===== config.mk =====
export PLATFORM = sky130hd
export DESIGN_NAME = vga_timing_gen
export DESIGN_NICKNAME = d
export VERILOG_FILES = /design/src/rtl/vga_timing_pkg.sv /design/src/rtl/ce_prescaler.sv /design/src/rtl/vga_timing_gen.sv
export SDC_FILE = /design/constraint.sdc
export NUM_CORES = 1
export LEC_CHECK = 0
export ABC_CLOCK_PERIOD_IN_PS = 3200
export BUFFER_PORTS_ARGS = -buffer_cell sky130_fd_sc_hd__buf_2
export CAP_MARGIN = 20
export CORE_MARGIN = 4
export CORE_UTILIZATION = 55
export DETAILED_ROUTE_END_ITERATION = 10
export HOLD_SLACK_MARGIN = 0.12
export PLACE_DENSITY = 0.8
export REMOVE_ABC_BUFFERS = 1
export SLEW_MARGIN = 20
export SYNTH_ARGS = -nofsm -noshare
export SYNTH_HDL_FRONTEND = slang
export SYNTH_HIERARCHICAL = 1
export SYNTH_SLANG_ARGS = --single-unit

===== constraint.sdc =====
create_clock -name CLKIN_100700kHz -period 3.2 [get_ports CLKIN_100700kHz]
set_input_delay 0.8 -clock CLKIN_100700kHz [delete_from_list [all_inputs] [get_ports CLKIN_100700kHz]]
set_output_delay 0.8 -clock CLKIN_100700kHz [all_outputs]
set_load 0.01 [all_outputs]

===== src/rtl/vga_timing_pkg.sv =====
// Shared constants and types for the VGA raster generator.
// Defaults describe 640x480@59.94 Hz from a 100.7 MHz master clock.
package vga_timing_pkg;

   localparam int DEF_H_ACTIVE = 640;
   localparam int DEF_H_FP     = 16;
   localparam int DEF_H_SYNC   = 96;
   localparam int DEF_H_BP     = 48;
   localparam int DEF_V_ACTIVE = 480;
   localparam int DEF_V_FP     = 10;
   localparam int DEF_V_SYNC   = 2;
   localparam int DEF_V_BP     = 33;
   localparam int DEF_CE_DIV   = 4;

   localparam int H_TOTAL  = DEF_H_ACTIVE + DEF_H_FP + DEF_H_SYNC + DEF_H_BP;
   localparam int V_TOTAL  = DEF_V_ACTIVE + DEF_V_FP + DEF_V_SYNC + DEF_V_BP;
   localparam int HS_START = DEF_H_ACTIVE + DEF_H_FP;
   localparam int HS_END   = HS_START + DEF_H_SYNC;
   localparam int VS_START = DEF_V_ACTIVE + DEF_V_FP;
   localparam int VS_END   = VS_START + DEF_V_SYNC;

   // Both totals (800, 525) need 10 bits, so one position type covers x and y.
   localparam int POS_W = $clog2(H_TOTAL);

   typedef logic [POS_W-1:0] pos_t;

   // Half-open window test used for the sync pulses.
   function automatic logic in_window(input pos_t p, input pos_t lo, input pos_t hi);
      return (p >= lo) && (p < hi);
   endfunction

endpackage


===== src/rtl/ce_prescaler.sv =====
// Divides the master clock down to a one-in-CE_DIV pixel enable.
// tick is the combinational "pre is at its last count" term the raster logic advances on.
module ce_prescaler #(
   parameter int CE_DIV = 4
) (
   input  logic CLKIN_100700kHz,
   input  logic rst_n,
   input  logic run,
   output logic tick,
   output logic pix_ce
);

   localparam int PRE_W = (CE_DIV > 1) ? $clog2(CE_DIV) : 1;
   localparam logic [PRE_W-1:0] LAST = PRE_W'(CE_DIV - 1);

   logic [PRE_W-1:0] pre;

   assign tick = run && (pre == LAST);

   always_ff @(posedge CLKIN_100700kHz or negedge rst_n) begin
      if (!rst_n) begin
         pre    <= '0;
         pix_ce <= 1'b0;
      end else if (!run) begin
         pre    <= '0;
         pix_ce <= 1'b0;
      end else begin
         pix_ce <= (pre == LAST);
         pre    <= (pre == LAST) ? '0 : pre + 1'b1;
      end
   end

endmodule


===== src/rtl/vga_timing_gen.sv =====
// VGA raster timing generator: pixel enable, h/v counters and registered sync/de/strobe decode.
// All state clears synchronously whenever clks_valid & en drops.
module vga_timing_gen
   import vga_timing_pkg::*;
#(
   parameter int   H_ACTIVE = DEF_H_ACTIVE,
   parameter int   H_FP     = DEF_H_FP,
   parameter int   H_SYNC   = DEF_H_SYNC,
   parameter int   H_BP     = DEF_H_BP,
   parameter int   V_ACTIVE = DEF_V_ACTIVE,
   parameter int   V_FP     = DEF_V_FP,
   parameter int   V_SYNC   = DEF_V_SYNC,
   parameter int   V_BP     = DEF_V_BP,
   parameter logic HS_POL   = 1'b0,
   parameter logic VS_POL   = 1'b0,
   parameter int   CE_DIV   = DEF_CE_DIV
) (
   input  logic                  CLKIN_100700kHz,
   input  logic                  rst_n,
   input  logic                  clks_valid,
   input  logic                  en,
   output logic                  pix_ce,
   output logic                  hsync,
   output logic                  vsync,
   output logic                  de,
   output logic [POS_W-1:0]      x,
   output logic [POS_W-1:0]      y,
   output logic                  line_start,
   output logic                  frame_start
);

   localparam int   H_TOT    = H_ACTIVE + H_FP + H_SYNC + H_BP;
   localparam int   V_TOT    = V_ACTIVE + V_FP + V_SYNC + V_BP;
   localparam pos_t H_LAST   = pos_t'(H_TOT - 1);
   localparam pos_t V_LAST   = pos_t'(V_TOT - 1);
   localparam pos_t H_ACT    = pos_t'(H_ACTIVE);
   localparam pos_t V_ACT    = pos_t'(V_ACTIVE);
   localparam pos_t HS_BEGIN = pos_t'(H_ACTIVE + H_FP);
   localparam pos_t HS_STOP  = pos_t'(H_ACTIVE + H_FP + H_SYNC);
   localparam pos_t VS_BEGIN = pos_t'(V_ACTIVE + V_FP);
   localparam pos_t VS_STOP  = pos_t'(V_ACTIVE + V_FP + V_SYNC);

   logic run;
   logic tick;
   logic primed;
   pos_t h_cnt;
   pos_t v_cnt;
   pos_t h_next;
   pos_t v_next;

   assign run = clks_valid & en;
   assign x   = h_cnt;
   assign y   = v_cnt;

   ce_prescaler #(
      .CE_DIV (CE_DIV)
   ) u_ce_prescaler (
      .CLKIN_100700kHz (CLKIN_100700kHz),
      .rst_n           (rst_n),
      .run             (run),
      .tick            (tick),
      .pix_ce          (pix_ce)
   );

   // The first tick after run rises only arms the counters, so the raster
   // starts at (0,0) together with the very first pix_ce.
   always_comb begin
      h_next = h_cnt;
      v_next = v_cnt;
      if (primed) begin
         if (h_cnt == H_LAST) begin
            h_next = '0;
            v_next = (v_cnt == V_LAST) ? '0 : v_cnt + 1'b1;
         end else begin
            h_next = h_cnt + 1'b1;
         end
      end
   end

   always_ff @(posedge CLKIN_100700kHz or negedge rst_n) begin
      if (!rst_n) begin
         primed      <= 1'b0;
         h_cnt       <= '0;
         v_cnt       <= '0;
         hsync       <= ~HS_POL;
         vsync       <= ~VS_POL;
         de          <= 1'b0;
         line_start  <= 1'b0;
         frame_start <= 1'b0;
      end else if (!run) begin
         primed      <= 1'b0;
         h_cnt       <= '0;
         v_cnt       <= '0;
         hsync       <= ~HS_POL;
         vsync       <= ~VS_POL;
         de          <= 1'b0;
         line_start  <= 1'b0;
         frame_start <= 1'b0;
      end else begin
         line_start  <= 1'b0;
         frame_start <= 1'b0;
         if (tick) begin
            primed      <= 1'b1;
            h_cnt       <= h_next;
            v_cnt       <= v_next;
            de          <= (h_next < H_ACT) && (v_next < V_ACT);
            hsync       <= in_window(h_next, HS_BEGIN, HS_STOP) ? HS_POL : ~HS_POL;
            vsync       <= in_window(v_next, VS_BEGIN, VS_STOP) ? VS_POL : ~VS_POL;
            line_start  <= (h_next == '0);
            frame_start <= (h_next == '0) && (v_next == '0);
         end
      end
   end

endmodule


==> results_dict.tcl, run 1 <==
set metrics [dict create \
    outcome "completed" \
    worstSetupStartpointType "register" \
    fmax_mhz 382 \
    diodes 0 \
    ys.flop_type "dfrtp_1" \
    drive_gt1_share_pct 18.5 \
    numCtsBuffers 5 \
    maxCapViolCount 0 \
    crit_type "register to register" \
    dieWidth_um 67.9 \
    wl_per_cell_um 14.8 \
    hp-class "register to register" \
    cts_tree "done" \
    crit_required_ps 3450 \
    rr_startpoint "x[0]$_DFFE_PN0P_" \
    yosys_register_bits 29 \
    r2r_cells 8 \
    drt_wl_total_um 4510 \
    vdd_ir_drop_max_v 0.000190 \
    timing.final.crit_share_pct 81.7 \
    core_region_area_um2 3390 \
    synth_edf_count 0 \
    gr-usage-all-layers_pct 20.9 \
    skew_ps 12.7 \
    syn_area_per_cell_um2 8.31 \
    synthArstFlopShare_pct 100 \
    ant_nets 0 \
    synth.area.top_cells "dfrtp_1, nor2_1, nand2_1, a21oi_1, nand3_1" \
    yosysWarnings 6 \
    rows 21 \
    synth_top_area_cell "dfrtp_1" \
    synthDistinctLibCells 53 \
    clock_sinks 29 \
    gp_congestion 0.836 \
    grt_setup_unrepaired "false" \
    place_area_um2 2110 \
    grt_start_max_net_pins 30 \
    first_pass_iters 4 \
    end_kind "register" \
    drc 0 \
    path_clk_slew_ps 100 \
    crit_path_end "frame_start$_DFF_PN0_" \
    finalHoldViolCount 0 \
    fin_cells 305 \
    detail_route.iter0.violations 113 \
    die_h_um 67.9 \
    start_util_pct 58.1 \
    grt_pass1_vias 1597 \
    cp_max_fo 15 \
    synthCells 237 \
    setup_tns_ps 0 \
    layout.nets 266 \
    slew_headroom_pct 53.0 \
    cp.arrival_ps 2870 \
    post-cts-setup-buffers 0 \
    drv_slew 0 \
    port_buffers 29 \
    synth_top_area_share_pct 34.3 \
    powerDensity_nw_per_um2 285 \
    worst_pin_slew_ps 700 \
    vias_per_cell 5.97 \
    syn_to_final_growth_pct 9.97 \
    synthesis.area_um2 1970 \
    clock_path_buffers 2 \
    die_area_um2 4600 \
    placed_cells 297 \
    seq_area_frac_synth_pct 37.0 \
    cts_resized 0 \
    grt_pass1_wl_um 7420 \
    finalInstanceArea_um2 2170 \
    setup_viol 0 \
    io_pins 30 \
    leakage_uw 0.000931 \
    regToRegSetupSlack_ps 580 \
    reg2reg_to "frame_start$_DFF_PN0_" \
    antenna_found_initial 0 \
    ctsHoldBuffers 0 \
    fin_crit_ps 2620 \
    clock_latency_ps 320 \
    num_vias 1820 \
    cp-startpoint "x[0]$_DFFE_PN0P_" \
    cts-root-buf "clkbuf_4" \
    place_hpwl_um 3160 \
    overflow 0 \
    cts_max_level 2 \
]
## area by class of cell
cell class / count / area, um^2
fill: 299 / 1220
multi-input combinational: 185 / 1140
sequential: 29 / 728
timing repair buffer: 32 / 168
clock buffer: 8 / 58.8
tap: 46 / 57.6
inverter: 5 / 18.8
## state kept, by name (all words and copies together) (netlist names)
name / count
vsync: 1
u_ce_prescaler/pre: 2
u_ce_prescaler/pix_ce: 1
primed: 1
hsync: 1
y: 10
frame_start: 1
line_start: 1
x: 10
de: 1
## stage by stage
step           setup slack, ps  utilization (%)  total power (uW)  hold slack (ps)
2_1_floorplan             18.9                -               381              429
3_3_place_gp               689             62.2               394              446
3_5_place_dp               615             62.2               395              450
4_1_cts                    613             63.9               624              463
5_1_grt                    411             63.9               643              484
6_report                   584             63.9               617              462
## report_power, final
part | switching (uW) | leakage (uW) | total [uW] | internal (uW)
Clock | 121 | 0.0000326 | 230 | 108
Sequential | 0.841 | 0.000397 | 368 | 368
Combinational | 14.6 | 0.000501 | 18.8 | 4.13
## synthesized netlist by cell type (4+ instances only)
cell,count
nor2_1,32
dfrtp_1,27
nand2_1,26
a21oi_1,15
nand3_1,13
clkbuf_1,10
o21ai_0,10
nor3_1,8
nand4_1,7
xor2_1,7
xnor2_1,6
and2_1,5
and3_1,5
inv_1,5
ha_1,4
## cells in the final DEF (no fill, tap or decap), types with 3 or more instances in the layout
cell / instances
nor2_1: 32
buf_2: 29
dfrtp_1: 27
nand2_1: 26
a21oi_1: 15
nand3_1: 13
o21ai_0: 10
nor3_1: 8
nand4_1: 7
xor2_1: 7
xnor2_1: 6
inv_1: 5
and3_1: 5
and2_1: 5
clkbuf_4: 5
ha_1: 4
a31oi_1: 3
nand2b_1: 3
a211oi_1: 3
a311oi_1: 3
buf_4: 3
## how the worst min path moves through the flow
stage	to	from	slack [ps]	cells past startpoint
global placement	u_ce_prescaler/pre[0]$_DFF_PN0_	u_ce_prescaler/pre[0]$_DFF_PN0_	450	1
detailed placement	u_ce_prescaler/pre[0]$_DFF_PN0_	u_ce_prescaler/pre[0]$_DFF_PN0_	450	1
floorplan	u_ce_prescaler/pre[0]$_DFF_PN0_	u_ce_prescaler/pre[0]$_DFF_PN0_	430	1
finish	u_ce_prescaler/pre[0]$_DFF_PN0_	u_ce_prescaler/pre[0]$_DFF_PN0_	460	1
global route	u_ce_prescaler/pre[0]$_DFF_PN0_	u_ce_prescaler/pre[0]$_DFF_PN0_	480	1
CTS	u_ce_prescaler/pre[0]$_DFF_PN0_	u_ce_prescaler/pre[0]$_DFF_PN0_	460	1
## worst max-delay path, stage by stage, from the launching register on
cell and delay (ps):
dfrtp_1 480, ha_1 260, and2_1 240, and4b_1 250, buf_4 210, a21oi_2 70
or4_4 560, nor4_4 270, and4_1 210
## kinds of logic (layout without fill, tap and decap cells)
family                   Yosys count  count (layout)  synth area share, %
multiplexers                       3               3                 1.59
buffers and inverters             23              45                 5.40
AO/OA/AOI/OAI                     50              50                 16.4
AND/OR/NAND/NOR                  115             115                 31.3
flip-flops                        29              29                 37.0
XOR/XNOR                          13              13                 5.78
adder cells (fa/ha/maj)            4               4                 2.54
## routing by layer
| layer | wire length, um | global-route usage [%] | part of all wire [%] | vias to the layer above |
|---|---|---|---|---|
| li1 | - | - | - | 898 |
| met1 | 2150 | 30.9 | 48 | 863 |
| met2 | 2080 | 31.7 | 46 | 54 |
| met3 | 225 | 3.61 | 5.0 | 5 |
| met4 | 46 | 4.96 | 1.0 | 0 |
| met5 | 0 | 0 | 0 | - |
Power figures use the tool's default switching activity.
==> inputs of run 2 (changes only) <==
Settings changed: ABC_CLOCK_PERIOD_IN_PS 3200 to 2710.
Clock period 3.2 ns to 2.71 ns, I/O delays scaled along.
==> results_dict.tcl, run 2 (synthesis gave the netlist of run 1 again) <==
set metrics [dict create \
    ctsHoldBuffers 0 \
    fin_crit_ps 2440 \
    rows 21 \
    drv_slew 0 \
    leakage_uw 0.000950 \
    place_area_um2 2140 \
    grtUsageMet1_pct 31.8 \
    gp_congestion 0.886 \
    vdd_ir_drop_max_v 0.000177 \
    gr-usage-all-layers_pct 22.1 \
    die_area_um2 4600 \
    num_vias 1830 \
    cts_tree "done" \
    slew_headroom_pct 55.7 \
    port_buffers 29 \
    outcome "completed" \
    antenna_found_initial 0 \
    mostFrequentLayoutCells "nor2_1, buf_2, dfrtp_1" \
    maxCapViolCount 0 \
    syn_to_final_growth_pct 11.5 \
    clock_path_buffers 2 \
    io_pins 30 \
    finalHoldViolCount 0 \
    place_hpwl_um 3170 \
    clock_sinks 29 \
    drive_gt1_share_pct 19.8 \
    first_pass_iters 4 \
    cts_max_level 2 \
    finalInstanceArea_um2 2200 \
    crit_required_ps 2980 \
    worstSetupStartpointType "register" \
    setup_viol 0 \
    hp-class "input port to asynchronous set/reset pin" \
    diodes 0 \
    fmax_mhz 410 \
    vias_per_cell 5.92 \
    final_common_cell "nor2_1" \
    grt_pass1_wl_um 7620 \
    detail_route.iter0.violations 194 \
    core_region_area_um2 3390 \
    post-cts-setup-buffers 0 \
    grt_pass1_vias 1580 \
    cts_resized 0 \
    start_util_pct 58.1 \
    cp.arrival_ps 2710 \
    grt_setup_unrepaired "false" \
    fin_util_pct 64.8 \
    clock_latency_ps 340 \
    cts-root-buf "clkbuf_4" \
    overflow 0 \
    crit_type "register to register" \
    end_kind "register" \
    grtUsageMet3_pct 3.45 \
    dieWidth_um 67.9 \
    cp_max_fo 8 \
    timing.final.crit_share_pct 90.0 \
    wl_per_cell_um 14.7 \
    grt_start_max_net_pins 30 \
    skew_ps 15.0 \
    path_clk_slew_ps 100 \
    worst_pin_slew_ps 665 \
    drc 0 \
    ant_nets 0 \
    busiest_layer "met2" \
    gr-usage-met2_pct 32.8 \
    powerDensity_nw_per_um2 337 \
    drt_wl_total_um 4530 \
    numCtsBuffers 5 \
    die_h_um 67.9 \
    layout.nets 270 \
]
[run 2: stage by stage]
| step | TNS [ps] | instances | setup slack [ps] | hold slack (ps) | power (uW) |
|---|---|---|---|---|---|
| global placement | 0 | 301 | 324 | 445 | 465 |
| global route | 0 | 309 | 105 | 389 | 768 |
| detailed placement | 0 | 301 | 279 | 446 | 466 |
| CTS | 0 | 309 | 273 | 368 | 747 |
| finish | 0 | 309 | 271 | 358 | 740 |
| floorplan | -530 | 219 | -349 | 382 | 450 |
[run 2: critical path, stage by stage (launching register included)]
cell and delay, ps:
dfrtp_1 480, ha_1 250, and2_1 250, and4b_1 280, a21oi_2 80, or4_4 560
nor4_4 270, and4_1 210
[run 2: layout make-up]
class | instances | area (um^2)
Sequential cell | 29 | 728
Multi-Input combinational cell | 185 | 1140
Timing Repair Buffer | 36 | 198
Inverter | 5 | 18.8
Tap cell | 46 | 57.6
Clock buffer | 8 | 58.8
Fill cell | 288 | 1190
[run 2: path summary, 6_finish.rpt]
kind / slack [ps] / startpoint / end / cells past startpoint
setup / recovery: 270 / x[0]$_DFFE_PN0P_ / frame_start$_DFF_PN0_ / 7
hold / removal: 360 / rst_n / y[4]$_DFFE_PN0P_ / 1
setup reg to reg: 270 / x[0]$_DFFE_PN0P_ / frame_start$_DFF_PN0_ / 7
hold reg to reg: 460 / u_ce_prescaler/pre[0]$_DFF_PN0_ / u_ce_prescaler/pre[0]$_DFF_PN0_ / 1
max in group asynchronous: 1910 / rst_n / line_start$_DFF_PN0_ / 1
min in group CLKIN_100700kHz: 460 / u_ce_prescaler/pre[0]$_DFF_PN0_ / u_ce_prescaler/pre[0]$_DFF_PN0_ / 1
[run 2: layer usage]
layer | routed length [um] | vias up
met1 | 2170 | 865
met5 | 0 | -
met4 | 65 | 0
met2 | 2040 | 54
li1 | - | 902
met3 | 253 | 9
[run 2: power breakdown]
| part | switching [uW] | leakage [uW] | internal (uW) |
|---|---|---|---|
| registers | 0.978 | 0.000397 | 434 |
| logic | 17.6 | 0.000520 | 4.77 |
| clock network | 155 | 0.0000326 | 128 |
==> inputs of run 3 (changes only) <==
Settings changed: CAP_MARGIN 20 to default, CORE_UTILIZATION 55 to 45, PLACE_DENSITY 0.8 to 0.68, RECOVER_POWER from default to 100.
==> results_dict.tcl, run 3 (synthesis gave the netlist of run 1 again) <==
set metrics [dict create \
    outcome "complete, but fails checks" \
    violations "max-capacitance violations, max-slew violations" \
    ant_nets 0 \
    diodes 0 \
    vdd_ir_drop_max_v 0.000225 \
    die_h_um 74.2 \
    grt_pass1_vias 1607 \
    wl_per_cell_um 15.4 \
    detail_route.iter0.violations 171 \
    finalHoldViolCount 0 \
    grt_setup_unrepaired "false" \
    hp-class "register to register" \
    final_common_cell "nor2_1" \
    pre_cts_ws_ps 225 \
    path_clk_slew_ps 70 \
    drive_gt1_share_pct 9.09 \
    fin_util_pct 53.3 \
    clock_path_buffers 2 \
    first_pass_iters 4 \
    cp_max_fo 8 \
    dieWidth_um 74.2 \
    placed_cells 306 \
    syn_to_final_growth_pct 11.3 \
    maxCapViolCount 1 \
    cp.arrival_ps 2710 \
    layout.nets 271 \
    hold_depth 1 \
    crit_required_ps 2930 \
    hp-start "u_ce_prescaler/pre[0]$_DFF_PN0_" \
    worstSetupStartpointType "register" \
    core_region_area_um2 4120 \
    cts_resized 0 \
    fin_crit_ps 2490 \
    vias_per_cell 5.65 \
    met2_wirelength_um 2040 \
    drc 0 \
    port_buffers 29 \
    skew_ps 8.83 \
    start_util_pct 47.9 \
    setup_slack_ps 221 \
    gp_congestion 0.836 \
    powerDensity_nw_per_um2 393 \
    overflow 0 \
    clock_latency_ps 290 \
    mostFrequentLayoutCells "nor2_1, clkbuf_1, dfrtp_1" \
    worstHoldEndpoint "u_ce_prescaler/pre[0]$_DFF_PN0_" \
    setup_viol 0 \
    numCtsBuffers 5 \
    m1WireLength_um 2440 \
    crit_type "register to register" \
    reg2reg_to "frame_start$_DFF_PN0_" \
    cts_max_level 2 \
    fmax_mhz 402 \
    cts_tree "done" \
    num_vias 1774 \
    leakage_uw 0.000851 \
    cts-root-buf "clkbuf_8" \
    fin_cells 314 \
    drv_slew 30 \
    antenna_found_initial 0 \
    end_kind "register" \
    highest_layer "met4" \
    grt_pass1_wl_um 8180 \
    regToRegSetupSlack_ps 220 \
    grt_start_max_net_pins 30 \
    timing.final.crit_share_pct 91.8 \
    clock_sinks 29 \
    worst_pin_slew_ps 1570 \
    ctsHoldBuffers 0 \
    rr_startpoint "x[0]$_DFFE_PN0P_" \
    rows 23 \
    slew_headroom_pct -4.54 \
    gr-usage-all-layers_pct 19.4 \
    place_hpwl_um 3360 \
    die_area_um2 5500 \
    drt_wl_total_um 4820 \
    wl_met3_um 266 \
    r2r_cells 7 \
    post-cts-setup-buffers 0 \
    io_pins 30 \
]
[run 3: cell types whose count changed in the layout (fill, tap and decap cells not counted), sizes merged]
cell    before  now
buf         36    8
clkbuf       8   36
clkinv       0    1
[run 3: metrics by stage]
step	total power, uW	TNS (ps)	area (um^2)	hold slack, ps
2_1_floorplan	450	-530	1880	382
3_3_place_gp	466	0	2150	454
3_5_place_dp	466	0	2150	449
4_1_cts	877	0	2250	438
5_1_grt	897	0	2190	456
6_report	862	0	2190	441
[run 3: layout make-up]
cell class / instances / area, um^2
clock inverters: 1 / 5.00
fillers: 433 / 1920
multi-input cells: 185 / 1120
clock buffers: 7 / 96.3
repair buffers: 37 / 164
well taps: 50 / 62.6
flip-flops and latches: 29 / 728
inverters: 5 / 18.8
[run 3: worst max-delay path, stage by stage (launching register included)]
cell	delay [ps]
dfrtp_1	470
ha_1	240
and2_1	270
and4b_1	280
a21oi_1	100
or4_4	560
nor4_2	280
and4_1	210
[run 3: per-layer routing]
layer / global-route usage, % / vias to the layer above
met4: 6.64 / 0
met5: 0 / -
li1: - / 906
met3: 3.38 / 8
met2: 26.9 / 59
met1: 29.9 / 801
[run 3: how the worst max path moves through the flow]
stage	from	endpoint	slack, ps	cells after the start
5_1_grt	x[0]$_DFFE_PN0P_	frame_start$_DFF_PN0_	60	7
4_1_cts	x[0]$_DFFE_PN0P_	frame_start$_DFF_PN0_	290	7
3_5_place_dp	clks_valid	frame_start$_DFF_PN0_	220	10
3_3_place_gp	clks_valid	frame_start$_DFF_PN0_	320	10
6_report	x[0]$_DFFE_PN0P_	frame_start$_DFF_PN0_	220	7
2_1_floorplan	clks_valid	frame_start$_DFF_PN0_	-350	9
[run 3: power breakdown]
group	internal [uW]	total, uW	switching, uW
Combinational	4.12	21.0	16.9
Sequential	435	435	0.804
Clock	229	406	176
Total	668	862	194
